<file path="src/rtl/seg_capture.sv">
// seg_capture: monitors a multiplexed seven-segment bus, debounces each
// {an, seg} pair, decodes stable digits back to hex nibbles and assembles
// complete 16-bit frames.
//
// Handshake: there is no backpressure. valid is a one-cycle pulse marking the
// cycle in which value holds a freshly completed, error-free frame; err is a
// one-cycle pulse marking a discarded frame. Both are registered and never
// high together.
module seg_capture #(
  parameter int STABLE = 4
) (
  input  logic        clk,
  input  logic        reset,
  input  logic [6:0]  seg,
  input  logic [3:0]  an,
  output logic [15:0] value,
  output logic        valid,
  output logic        err,
  output logic        busy,
  output logic        fsm_state
);

  typedef enum logic {IDLE = 1'b0, COLLECT = 1'b1} state_t;

  // cnt counts edges after the first one a pair is seen, so a pair held for
  // STABLE edges is captured when cnt is about to move from STABLE-2.
  localparam logic [7:0] CAP_CNT = 8'(STABLE - 2);
  localparam logic [7:0] SAT_CNT = 8'(STABLE - 1);

  state_t      state, next_state;
  logic [10:0] prev;
  logic [7:0]  cnt;
  logic [3:0]  mask, next_mask;
  logic [15:0] shadow, next_shadow;
  logic [15:0] next_value;
  logic        next_valid, next_err;
  logic [10:0] pair;
  logic        same, capture, one_hot;
  logic [4:0]  dec;
  logic [3:0]  new_mask;

  // Maps a segment pattern to {legal, nibble}; anything not listed is illegal.
  function automatic logic [4:0] decode(input logic [6:0] p);
    case (p)
      7'h3F: decode = {1'b1, 4'h0};
      7'h06: decode = {1'b1, 4'h1};
      7'h5B: decode = {1'b1, 4'h2};
      7'h4F: decode = {1'b1, 4'h3};
      7'h66: decode = {1'b1, 4'h4};
      7'h6D: decode = {1'b1, 4'h5};
      7'h7D: decode = {1'b1, 4'h6};
      7'h07: decode = {1'b1, 4'h7};
      7'h7F: decode = {1'b1, 4'h8};
      7'h6F: decode = {1'b1, 4'h9};
      7'h77: decode = {1'b1, 4'hA};
      7'h7C: decode = {1'b1, 4'hB};
      7'h39: decode = {1'b1, 4'hC};
      7'h5E: decode = {1'b1, 4'hD};
      7'h79: decode = {1'b1, 4'hE};
      7'h71: decode = {1'b1, 4'hF};
      default: decode = 5'b0_0000;
    endcase
  endfunction

  assign pair     = {an, seg};
  assign same     = (pair == prev);
  assign capture  = same && (cnt == CAP_CNT);
  assign one_hot  = (an != 4'b0000) && ((an & (an - 4'd1)) == 4'b0000);
  assign dec      = decode(seg);
  assign new_mask = mask | an;
  assign busy     = (mask != 4'b0000);
  assign fsm_state = state;

  // Stability filter: remember the last pair and count how long it has held.
  always_ff @(posedge clk or posedge reset) begin
    if (reset) begin
      prev <= '0;
      cnt  <= '0;
    end else begin
      prev <= pair;
      if (!same)
        cnt <= '0;
      else if (cnt != SAT_CNT)
        cnt <= cnt + 8'd1;
    end
  end

  // Frame state, digit mask, shadow nibbles, output word and pulses.
  always_ff @(posedge clk or posedge reset) begin
    if (reset) begin
      state  <= IDLE;
      mask   <= '0;
      shadow <= '0;
      value  <= '0;
      valid  <= 1'b0;
      err    <= 1'b0;
    end else begin
      state  <= next_state;
      mask   <= next_mask;
      shadow <= next_shadow;
      value  <= next_value;
      valid  <= next_valid;
      err    <= next_err;
    end
  end

  // Capture decision: blanking is ignored, bad selects or patterns discard the
  // frame, legal digits fill the shadow and the fourth distinct one completes it.
  always_comb begin
    next_state  = state;
    next_mask   = mask;
    next_shadow = shadow;
    next_value  = value;
    next_valid  = 1'b0;
    next_err    = 1'b0;
    if (capture && (an != 4'b0000)) begin
      if (!one_hot || !dec[4]) begin
        next_err   = 1'b1;
        next_mask  = 4'b0000;
        next_state = IDLE;
      end else begin
        for (int i = 0; i < 4; i++) begin
          if (an[i]) next_shadow[i*4 +: 4] = dec[3:0];
        end
        if (new_mask == 4'hF) begin
          next_value = next_shadow;
          next_valid = 1'b1;
          next_mask  = 4'b0000;
          next_state = IDLE;
        end else begin
          next_mask  = new_mask;
          next_state = COLLECT;
        end
      end
    end
  end

endmodule

</file>
<file path="config.mk">
export PLATFORM = sky130hd
export DESIGN_NAME = seg_capture
export DESIGN_NICKNAME = d
export VERILOG_FILES = /design/src/rtl/seg_capture.sv
export SDC_FILE = /design/constraint.sdc
export NUM_CORES = 1
export LEC_CHECK = 0
export ABC_CLOCK_PERIOD_IN_PS = 5400
export CAP_MARGIN = 5
export CORE_MARGIN = 2
export CORE_UTILIZATION = 60
export DETAILED_ROUTE_END_ITERATION = 8
export PLACE_DENSITY = 0.84
export SETUP_SLACK_MARGIN = 0.15
export SLEW_MARGIN = 0
export SYNTH_ARGS = -nofsm -noshare
export SYNTH_HDL_FRONTEND = slang
export SYNTH_SLANG_ARGS = --single-unit
</file>
<file path="constraint.sdc">
create_clock -name clk -period 5.4 [get_ports clk]
set_clock_uncertainty 0.2 [all_clocks]
set_input_delay 1.08 -clock clk [delete_from_list [all_inputs] [get_ports clk]]
set_output_delay 1.08 -clock clk [all_outputs]
set_load 0.005 [all_outputs]
</file>
==> impl_table.tex, run 1 <==
\begin{tabular}{lr}
\hline
Metric & Value \\
\hline
\multicolumn{2}{l}{\textbf{Run status}} \\
\quad Outcome & finished clean \\
\multicolumn{2}{l}{\textbf{STA}} \\
\quad Actual slew at the worst max-slew pin & 1.160 ns \\
\quad Relative slew margins & 22.39\% \\
\quad \# setup viols final & 0 \\
\quad Sum Neg Setup Slack & 0 ns \\
\quad Min Clock Period, post-route & 3.973 ns \\
\quad Number of max-slew violations in the final report & 0 \\
\quad Final worst path period share & 73.58\% \\
\quad Number of endpoints with negative hold slack in the final report & 0 \\
\quad Max Clk Rate & 251.7 MHz \\
\quad Unrepaired setup endpoints after global routing & false \\
\multicolumn{2}{l}{\textbf{Yosys}} \\
\quad Most area-hungry cell type in the Yosys netlist & sky130\_fd\_sc\_hd\_\_dfrtp\_1 \\
\quad Post-synth top area share & 46.03\% \\
\quad Count of different cell masters after synthesis & 53 \\
\quad Register area share after synthesis & 46.03\% \\
\quad Leading post-synthesis cells by cell area & sky130\_fd\_sc\_hd\_\_dfrtp\_1 (46\%), sky130\_fd\_sc\_hd\_\_mux2\_2 (7.9\%), sky130\_fd\_sc\_hd\_\_mux2\_4 (4.8\%), sky130\_fd\_sc\_hd\_\_xor2\_1 (4.7\%), sky130\_fd\_sc\_hd\_\_a21oi\_1 (3.2\%) \\
\quad Post-synthesis average cell area & 11.14 um\^{}2 \\
\quad Most numerous cell in the Yosys netlist & sky130\_fd\_sc\_hd\_\_dfrtp\_1 \\
\quad Total of flip-flops plus latches after synthesis & 58 \\
\quad Most used DFF post-synth & sky130\_fd\_sc\_hd\_\_dfrtp\_1 \\
\quad Cell area after synthesis & 0.003153 mm\^{}2 \\
\quad Top cells by instance count after synthesis & sky130\_fd\_sc\_hd\_\_dfrtp\_1 (58), sky130\_fd\_sc\_hd\_\_mux2\_2 (22), sky130\_fd\_sc\_hd\_\_nor2\_1 (21), sky130\_fd\_sc\_hd\_\_a21oi\_1 (20), sky130\_fd\_sc\_hd\_\_xor2\_1 (17) \\
\quad Share of async-settable or async-resettable flops after synthesis & 100.0\% \\
\quad Number of nets in the synthesized netlist & 298 \\
\quad Cells after Synth & 283 \\
\quad Count of flip-flops with a built-in enable after synthesis & 0 \\
\quad Yosys synthesis warning count & 0 \\
\multicolumn{2}{l}{\textbf{Clocking}} \\
\quad Total number of H-tree levels & 3 \\
\quad Hold-fix buffers at CTS & 0 \\
\quad Number of clock sinks & 58 \\
\quad Setup repair bufs after CTS & 0 \\
\quad Number of buffers inserted during clock tree synthesis & 9 \\
\quad Clock latency of the later-clocked register in the worst-skew pair & 0.34 ns \\
\quad Post-cts sizing count & 0 \\
\quad Maximum number of buffers from clock root to sink & 2 \\
\quad Cell chosen for the clock root & sky130\_fd\_sc\_hd\_\_clkbuf\_8 \\
\quad Clock-pin slew on the worst setup and hold paths & 0.06 ns \\
\quad CTS tree & yes \\
\multicolumn{2}{l}{\textbf{Drt}} \\
\quad Antenna-violating nets left & 0 \\
\quad Post-detailed-route wirelength per cell & 16.51 um \\
\quad Residual DRC & 0 \\
\quad Detail-routed via count per cell & 5.800 \\
\quad Detailed Routing Iterations Pass 1 & 4 \\
\quad Number of DRC markers in iteration 0 & 117 \\
\quad Vias & 2233 \\
\quad Routed wire length & 6.357 mm \\
\multicolumn{2}{l}{\textbf{Power and ir drop}} \\
\quad Maximum vdd ir drop & 0.1671 mV \\
\quad Pwr Density & 258.7 mW/mm\^{}2 \\
\quad Clk pwr share & 45.9\% \\
\quad Fraction of power consumed by combinational cells & 8.1\% \\
\quad Switching power & 0.2198 mW \\
\quad Leakage power of the design & 1.621 nW \\
\quad Sequential share of power & 46.0\% \\
\quad Switching portion of total power & 22.95\% \\
\quad Cell Int Power & 0.7379 mW \\
\multicolumn{2}{l}{\textbf{Cells and area}} \\
\quad Antenna Cells & 0 \\
\quad Design area & 0.003702 mm\^{}2 \\
\quad Area of the multi-input gates & 0.001572 mm\^{}2 \\
\quad Fill cell total of the finished layout & 372 \\
\quad Area taken by flip-flops and latches & 0.001451 mm\^{}2 \\
\quad Post-Route Utilization & 72.95\% \\
\quad Area Growth Syn to Fin & 17.42\% \\
\quad Fraction of layout cells with a size suffix above 1 & 21.90\% \\
\quad Nets@finish & 325 \\
\multicolumn{2}{l}{\textbf{Floorplanning}} \\
\quad Die outline area & 0.005851 mm\^{}2 \\
\quad Effective utilization at floorplan & 62.13\% \\
\quad Die W & 76.49 um \\
\quad Die extent in y & 76.49 um \\
\quad Ports placed on the boundary & 33 \\
\quad Number of cell rows & 26 \\
\quad Core footprint & 0.005075 mm\^{}2 \\
\multicolumn{2}{l}{\textbf{GRT}} \\
\quad Aggregate global-route resource usage & 23.90\% \\
\quad First-pass GRT wire length & 10.97 mm \\
\quad Maximum number of pins on one net before global-route repair & 59 \\
\quad Grt met2 use & 37.17\% \\
\quad Number of global-route vias before repair & 2249 \\
\quad Met3 Resource Use GR & 5.569\% \\
\quad Initial antenna violation count & 0 \\
\quad GR met1 Demand/Resource & 31.44\% \\
\quad Most crowded layer after global routing & met2 \\
\quad Grt total ovfl & 0 \\
\multicolumn{2}{l}{\textbf{Setup path}} \\
\quad Required time at the endpoint of the critical path & 5.43 ns \\
\quad Critical Path End Type & flop \\
\quad Max Fanout on Critical Path & 21 \\
\quad Kind of start point of the critical path & input pin \\
\quad Classification of the worst setup path & in2reg \\
\quad Arrival time at the worst endpoint & 4.00 ns \\
\multicolumn{2}{l}{\textbf{Job}} \\
\quad Maximum Capacitance Violations & 0 \\
\multicolumn{2}{l}{\textbf{Placement}} \\
\quad Number of buffers added on ports & 32 \\
\quad Instance area after placement & 0.003483 mm\^{}2 \\
\quad HPWL after detailed placement & 4.331 mm \\
\quad Weighted congestion reported at the end of routability-driven placement & 0.7779 \\
\multicolumn{2}{l}{\textbf{Worst hold path}} \\
\quad Min-delay worst type & reg2reg \\
\hline
\end{tabular}
-- power by group through the flow --
stage	sequential (mW)	clock [mW]	combinational (mW)
after floorplan	0.448	0	0.0556
after global placement	0.448	0	0.0755
after detailed placement	0.449	0	0.0774
after CTS	0.441	0.446	0.0776
after global routing	0.440	0.468	0.0858
final	0.441	0.440	0.0774
-- path summary, 6_finish.rpt --
kind	start	endpoint	slack, ns	depth (start not counted)
max	seg[0]	value[4]	1.43	7
min	fsm_state	fsm_state	0.30	2
max reg2reg	cnt[3]	shadow[14]	2.63	5
min reg2reg	fsm_state	fsm_state	0.30	2
max in group asynchronous	reset	prev[1]	3.49	3
min in group asynchronous	reset	value[7]	1.06	3
-- final cells by class --
| type | count | area share [%] |
|---|---|---|
| clock buffers | 11 | 3.819 |
| clock inverters | 5 | 2.095 |
| inverters | 10 | 1.014 |
| multi-input cells | 197 | 42.45 |
| flip-flops and latches | 58 | 39.20 |
| well taps | 70 | 2.366 |
| repair buffers | 34 | 9.057 |
-- cells by family (layout without fill, tap and decap cells) --
family / after synthesis / after routing / share of synthesized area, %
adders and majority gates: 2 / 2 / 0.7935
AOI/OAI and AO/OA: 50 / 50 / 12.18
DFF: 58 / 58 / 46.03
muxes: 36 / 36 / 13.89
and+or+nand+nor: 89 / 89 / 17.42
buffers and inverters: 28 / 60 / 4.127
xor gates and xnor gates: 20 / 20 / 5.556
-- state kept, by name, indices dropped and copies added (netlist names) --
name / cells
mask: 4
cnt: 8
fsm_state: 1
prev: 11
err: 1
value: 16
valid: 1
shadow: 16
-- critical path, stage by stage --
cell and delay, ns:
sky130_fd_sc_hd__clkdlybuf4s50_1 0.75, sky130_fd_sc_hd__nand2b_1 0.30, sky130_fd_sc_hd__o32ai_1 0.15, sky130_fd_sc_hd__nor2_1 0.90
sky130_fd_sc_hd__a311oi_4 0.19, sky130_fd_sc_hd__buf_4 0.29, sky130_fd_sc_hd__mux2_4 0.32
-- cells in the final DEF (no fill, tap or decap), types with 3 or more instances in the layout --
cell type / n
sky130_fd_sc_hd__nor2b_1: 3
sky130_fd_sc_hd__nand3b_1: 5
sky130_fd_sc_hd__xnor2_1: 3
sky130_fd_sc_hd__mux2_4: 10
sky130_fd_sc_hd__nand2_1: 7
sky130_fd_sc_hd__o31a_1: 4
sky130_fd_sc_hd__clkdlybuf4s50_1: 32
sky130_fd_sc_hd__nand3_1: 10
sky130_fd_sc_hd__mux2i_1: 4
sky130_fd_sc_hd__nor2_1: 21
sky130_fd_sc_hd__and4b_1: 3
sky130_fd_sc_hd__dfrtp_1: 58
sky130_fd_sc_hd__nor3_1: 3
sky130_fd_sc_hd__or2_2: 5
sky130_fd_sc_hd__nand2b_1: 3
sky130_fd_sc_hd__inv_1: 9
sky130_fd_sc_hd__o21ai_0: 3
sky130_fd_sc_hd__o21a_1: 3
sky130_fd_sc_hd__mux2_2: 22
sky130_fd_sc_hd__a311oi_2: 4
sky130_fd_sc_hd__and3_1: 4
sky130_fd_sc_hd__nand4_1: 3
sky130_fd_sc_hd__a21oi_1: 20
sky130_fd_sc_hd__xor2_1: 17
sky130_fd_sc_hd__clkbuf_8: 10
sky130_fd_sc_hd__o22ai_1: 3
-- per-layer routing --
layer	share of wire [%]	wire [um]	up-vias
met5	0	0	-
met1	46	2927	1095
met3	3.1	199	17
met2	48	3048	42
li1	-	-	1079
met4	2.9	182	0
-- stage by stage --
| step | cells | total power, mW | setup WS, ns | hold WS, ns |
|---|---|---|---|---|
| after global placement | 369 | 0.5239 | 1.183 | 0.2762 |
| after floorplan | 283 | 0.5039 | 2.083 | 0.2721 |
| after detailed placement | 369 | 0.5259 | 1.109 | 0.2847 |
| final | 385 | 0.9577 | 1.427 | 0.2978 |
| after CTS | 385 | 0.9644 | 1.459 | 0.2976 |
| after global routing | 385 | 0.9945 | 1.172 | 0.3293 |
(Power assumes the default switching activity.)
==> run 2: changes to the inputs <==
--- a/config.mk
+++ b/config.mk
@@ -5,12 +5,12 @@
 export SDC_FILE = /design/constraint.sdc
 export NUM_CORES = 1
 export LEC_CHECK = 0
-export ABC_CLOCK_PERIOD_IN_PS = 5400
+export ABC_CLOCK_PERIOD_IN_PS = 3900
 export CAP_MARGIN = 5
 export CORE_MARGIN = 2
-export CORE_UTILIZATION = 60
+export CORE_UTILIZATION = 57
 export DETAILED_ROUTE_END_ITERATION = 8
-export PLACE_DENSITY = 0.84
+export PLACE_DENSITY = 0.8
 export SETUP_SLACK_MARGIN = 0.15
 export SLEW_MARGIN = 0
 export SYNTH_ARGS = -nofsm -noshare
==> constraint.sdc (replaced) <==
create_clock -name clk -period 3.9 [get_ports clk]
set_clock_uncertainty 0.2 [all_clocks]
set_input_delay 0.78 -clock clk [delete_from_list [all_inputs] [get_ports clk]]
set_output_delay 0.78 -clock clk [all_outputs]
set_load 0.005 [all_outputs]
==> run 2 against run 1 <==
Against the previous run: register-to-register slack worse by 1.5 ns; clock power is 28% higher; via count is 4.0% higher; die area is 5.0% higher; critical path type unchanged.
==> impl_table.tex, run 2 (synthesis gave the netlist of run 1 again) <==
\begin{tabular}{lr}
\hline
Metric & Value \\
\hline
\multicolumn{2}{l}{\textbf{Drt}} \\
\quad Detailed Routing Iterations Pass 1 & 4 (unchanged) \\
\quad Antenna-violating nets left & 0 (unchanged) \\
\quad Detail-routed via count per cell & 5.733 (was 5.800) \\
\quad Post-detailed-route wirelength per cell & 15.65 um (was 16.51 um) \\
\quad Routed wire length & 6.338 mm (was 6.357 mm) \\
\quad Residual DRC & 0 (unchanged) \\
\quad Number of DRC markers in iteration 0 & 165 (was 117) \\
\quad Vias & 2322 (was 2233) \\
\multicolumn{2}{l}{\textbf{STA}} \\
\quad Unrepaired setup endpoints after global routing & false (unchanged) \\
\quad Min Clock Period, post-route & 3.361 ns \\
\quad Actual slew at the worst max-slew pin & 0.6980 ns (was 1.160 ns) \\
\quad Number of endpoints with negative hold slack in the final report & 0 (unchanged) \\
\quad Sum Neg Setup Slack & 0 ns (unchanged) \\
\quad Max Clk Rate & 297.6 MHz \\
\quad Final worst path period share & 86.17\% \\
\quad \# setup viols final & 0 (unchanged) \\
\quad Number of max-slew violations in the final report & 0 (unchanged) \\
\quad Relative slew margins & 53.47\% (was 22.39\%) \\
\multicolumn{2}{l}{\textbf{Setup path}} \\
\quad Critical Path End Type & flop (unchanged) \\
\quad Stage delay of the slowest cell on the critical path & 0.68 ns (was 0.90 ns) \\
\quad Classification of the worst setup path & in2reg (unchanged) \\
\quad Critical-path cell with the highest stage delay & sky130\_fd\_sc\_hd\_\_clkdlybuf4s50\_1 (was sky130\_fd\_sc\_hd\_\_nor2\_1) \\
\quad Max Fanout on Critical Path & 18 (was 21) \\
\quad Arrival time at the worst endpoint & 3.37 ns (was 4.00 ns) \\
\quad Count of cell instances traversed by the critical path & 7 (unchanged) \\
\quad CP bufs+invs & 2 (unchanged) \\
\quad Required time at the endpoint of the critical path & 3.91 ns (was 5.43 ns) \\
\quad Worst reg2reg path depth & 6 (was 5) \\
\quad Cell family with the largest share of critical-path delay & buffers and inverters (was simple AND/OR/NAND/NOR gates) \\
\quad Kind of start point of the critical path & input pin (unchanged) \\
\quad Crit-path cells & clkdlybuf4s50\_1, xor2\_1, nor4\_2, nand4b\_2, a311oi\_4, buf\_4, mux2\_4 (was clkdlybuf4s50\_1, nand2b\_1, o32ai\_1, nor2\_1, a311oi\_4, buf\_4, mux2\_4) \\
\multicolumn{2}{l}{\textbf{GRT}} \\
\quad Aggregate global-route resource usage & 22.98\% (was 23.90\%) \\
\quad Grt total ovfl & 0 (unchanged) \\
\quad Number of global-route vias before repair & 2295 (was 2249) \\
\quad Initial antenna violation count & 0 (unchanged) \\
\quad Maximum number of pins on one net before global-route repair & 32 (was 59) \\
\quad First-pass GRT wire length & 10.96 mm (was 10.97 mm) \\
\multicolumn{2}{l}{\textbf{Power and ir drop}} \\
\quad Fraction of power consumed by combinational cells & 9.1\% (was 8.1\%) \\
\quad Clk pwr share & 43.7\% (was 45.9\%) \\
\quad Maximum vdd ir drop & 0.1879 mV (was 0.1671 mV) \\
\quad Sequential share of power & 47.2\% (was 46.0\%) \\
\quad Cell Int Power & 0.9992 mW (was 0.7379 mW) \\
\quad Switching power & 0.2932 mW (was 0.2198 mW) \\
\quad Pwr Density & 337.2 mW/mm\^{}2 (was 258.7 mW/mm\^{}2) \\
\quad Leakage power of the design & 1.708 nW (was 1.621 nW) \\
\quad Switching portion of total power & 22.69\% (was 22.95\%) \\
\multicolumn{2}{l}{\textbf{Clocking}} \\
\quad Clock-pin slew on the worst setup and hold paths & 0.06 ns (about the same) \\
\quad Clock latency of the later-clocked register in the worst-skew pair & 0.33 ns (was 0.34 ns) \\
\quad Post-cts sizing count & 0 (unchanged) \\
\quad Number of buffers inserted during clock tree synthesis & 9 (unchanged) \\
\quad CTS tree & yes (unchanged) \\
\quad Setup repair bufs after CTS & 0 (unchanged) \\
\quad Cell chosen for the clock root & sky130\_fd\_sc\_hd\_\_clkbuf\_8 (unchanged) \\
\quad Total number of H-tree levels & 3 (unchanged) \\
\quad Hold-fix buffers at CTS & 0 (unchanged) \\
\quad Maximum number of buffers from clock root to sink & 2 (unchanged) \\
\quad Number of clock sinks & 58 (unchanged) \\
\multicolumn{2}{l}{\textbf{Cells and area}} \\
\quad Antenna Cells & 0 (unchanged) \\
\quad Area Growth Syn to Fin & 21.55\% (was 17.42\%) \\
\quad Commonest cells after routing, fill and taps aside & sky130\_fd\_sc\_hd\_\_dfrtp\_1 (58), sky130\_fd\_sc\_hd\_\_clkdlybuf4s50\_1 (32), sky130\_fd\_sc\_hd\_\_mux2\_2 (22) (unchanged) \\
\quad Nets@finish & 344 (was 325) \\
\quad Design area & 0.003832 mm\^{}2 (was 0.003702 mm\^{}2) \\
\quad Leading registers by flop count & shadow: 16 flops, value: 16 flops, prev: 11 flops (unchanged) \\
\quad Post-Route Utilization & 70.46\% (was 72.95\%) \\
\quad Fraction of layout cells with a size suffix above 1 & 26.13\% (was 21.90\%) \\
\quad Most common cell after layout, fill and taps aside & sky130\_fd\_sc\_hd\_\_dfrtp\_1 (unchanged) \\
\multicolumn{2}{l}{\textbf{Worst hold path}} \\
\quad Min-delay worst type & reg2reg (unchanged) \\
\quad Cell depth of the worst hold path & 1 (was 2) \\
\multicolumn{2}{l}{\textbf{Placement}} \\
\quad Number of buffers added on ports & 32 (unchanged) \\
\quad Weighted congestion reported at the end of routability-driven placement & 0.7904 (was 0.7779) \\
\quad HPWL after detailed placement & 4.422 mm (was 4.331 mm) \\
\quad Instance area after placement & 0.003628 mm\^{}2 (was 0.003483 mm\^{}2) \\
\multicolumn{2}{l}{\textbf{Floorplanning}} \\
\quad Core footprint & 0.005439 mm\^{}2 (was 0.005075 mm\^{}2) \\
\quad Number of cell rows & 27 (was 26) \\
\quad Die extent in y & 78.38 um (was 76.49 um) \\
\quad Die W & 78.38 um (was 76.49 um) \\
\quad Effective utilization at floorplan & 57.97\% (was 62.13\%) \\
\quad Ports placed on the boundary & 33 (unchanged) \\
\quad Die outline area & 0.006143 mm\^{}2 (was 0.005851 mm\^{}2) \\
\multicolumn{2}{l}{\textbf{Job}} \\
\quad Maximum Capacitance Violations & 0 (unchanged) \\
\multicolumn{2}{l}{\textbf{Run status}} \\
\quad Outcome & finished clean (unchanged) \\
\hline
\end{tabular}
-- run 2: cell count changes in the layout (fill, tap and decap cells not counted), sizes merged --
cell / change
buf: +19
bufinv: -1
clkbuf: +2
clkinv: -1
clkinvlp: -1
-- run 2: area by class of cell --
type / instances / area, um^2
Clock buffer: 13 / 168.9
Clock inverter: 2 / 35.03
Fill cell: 410 / 1607
Inverter: 10 / 37.54
Multi-Input combinational cell: 197 / 1572
Sequential cell: 58 / 1451
Tap cell: 72 / 90.09
Timing Repair Buffer: 53 / 478.0
-- run 2: path summary, 6_finish.rpt --
kind / startpoint / endpoint / slack [ns]
min in group asynchronous: reset / value[6] / 0.63
min: shadow[5] / shadow[5] / 0.30
min reg2reg: shadow[5] / shadow[5] / 0.30
max: seg[1] / value[15] / 0.54
max reg2reg: cnt[3] / value[15] / 1.18
max in group asynchronous: reset / prev[5] / 2.07
-- run 2: layer usage --
| layer | part of all wire, % | track usage [%] | up-vias |
|---|---|---|---|
| met5 | 0 | 0 | - |
| li1 | - | - | 1111 |
| met1 | 47 | 31.71 | 1157 |
| met4 | 1.8 | 10.53 | 0 |
| met2 | 48 | 36.03 | 44 |
| met3 | 3.3 | 3.448 | 10 |
-- run 2: stage by stage --
stage                     hold WS [ns]  setup slack [ns]  instances  total power [mW]
after floorplan                 0.2721            0.8831        283            0.6977
after detailed placement        0.2896            0.2285        390            0.7385
final                           0.3017            0.5395        405             1.292
after global placement          0.2821            0.3190        390            0.7360
after global routing            0.3251            0.3416        405             1.346
after CTS                       0.3040            0.5339        405             1.303
-- run 2: power by group through the flow --
stage          Clock (mW)  Sequential [mW]  Combinational [mW]
5_1_grt             0.605            0.610               0.131
6_report            0.565            0.610               0.118
3_3_place_gp            0            0.621               0.115
4_1_cts             0.575            0.610               0.118
3_5_place_dp            0            0.621               0.117
2_1_floorplan           0            0.621              0.0769
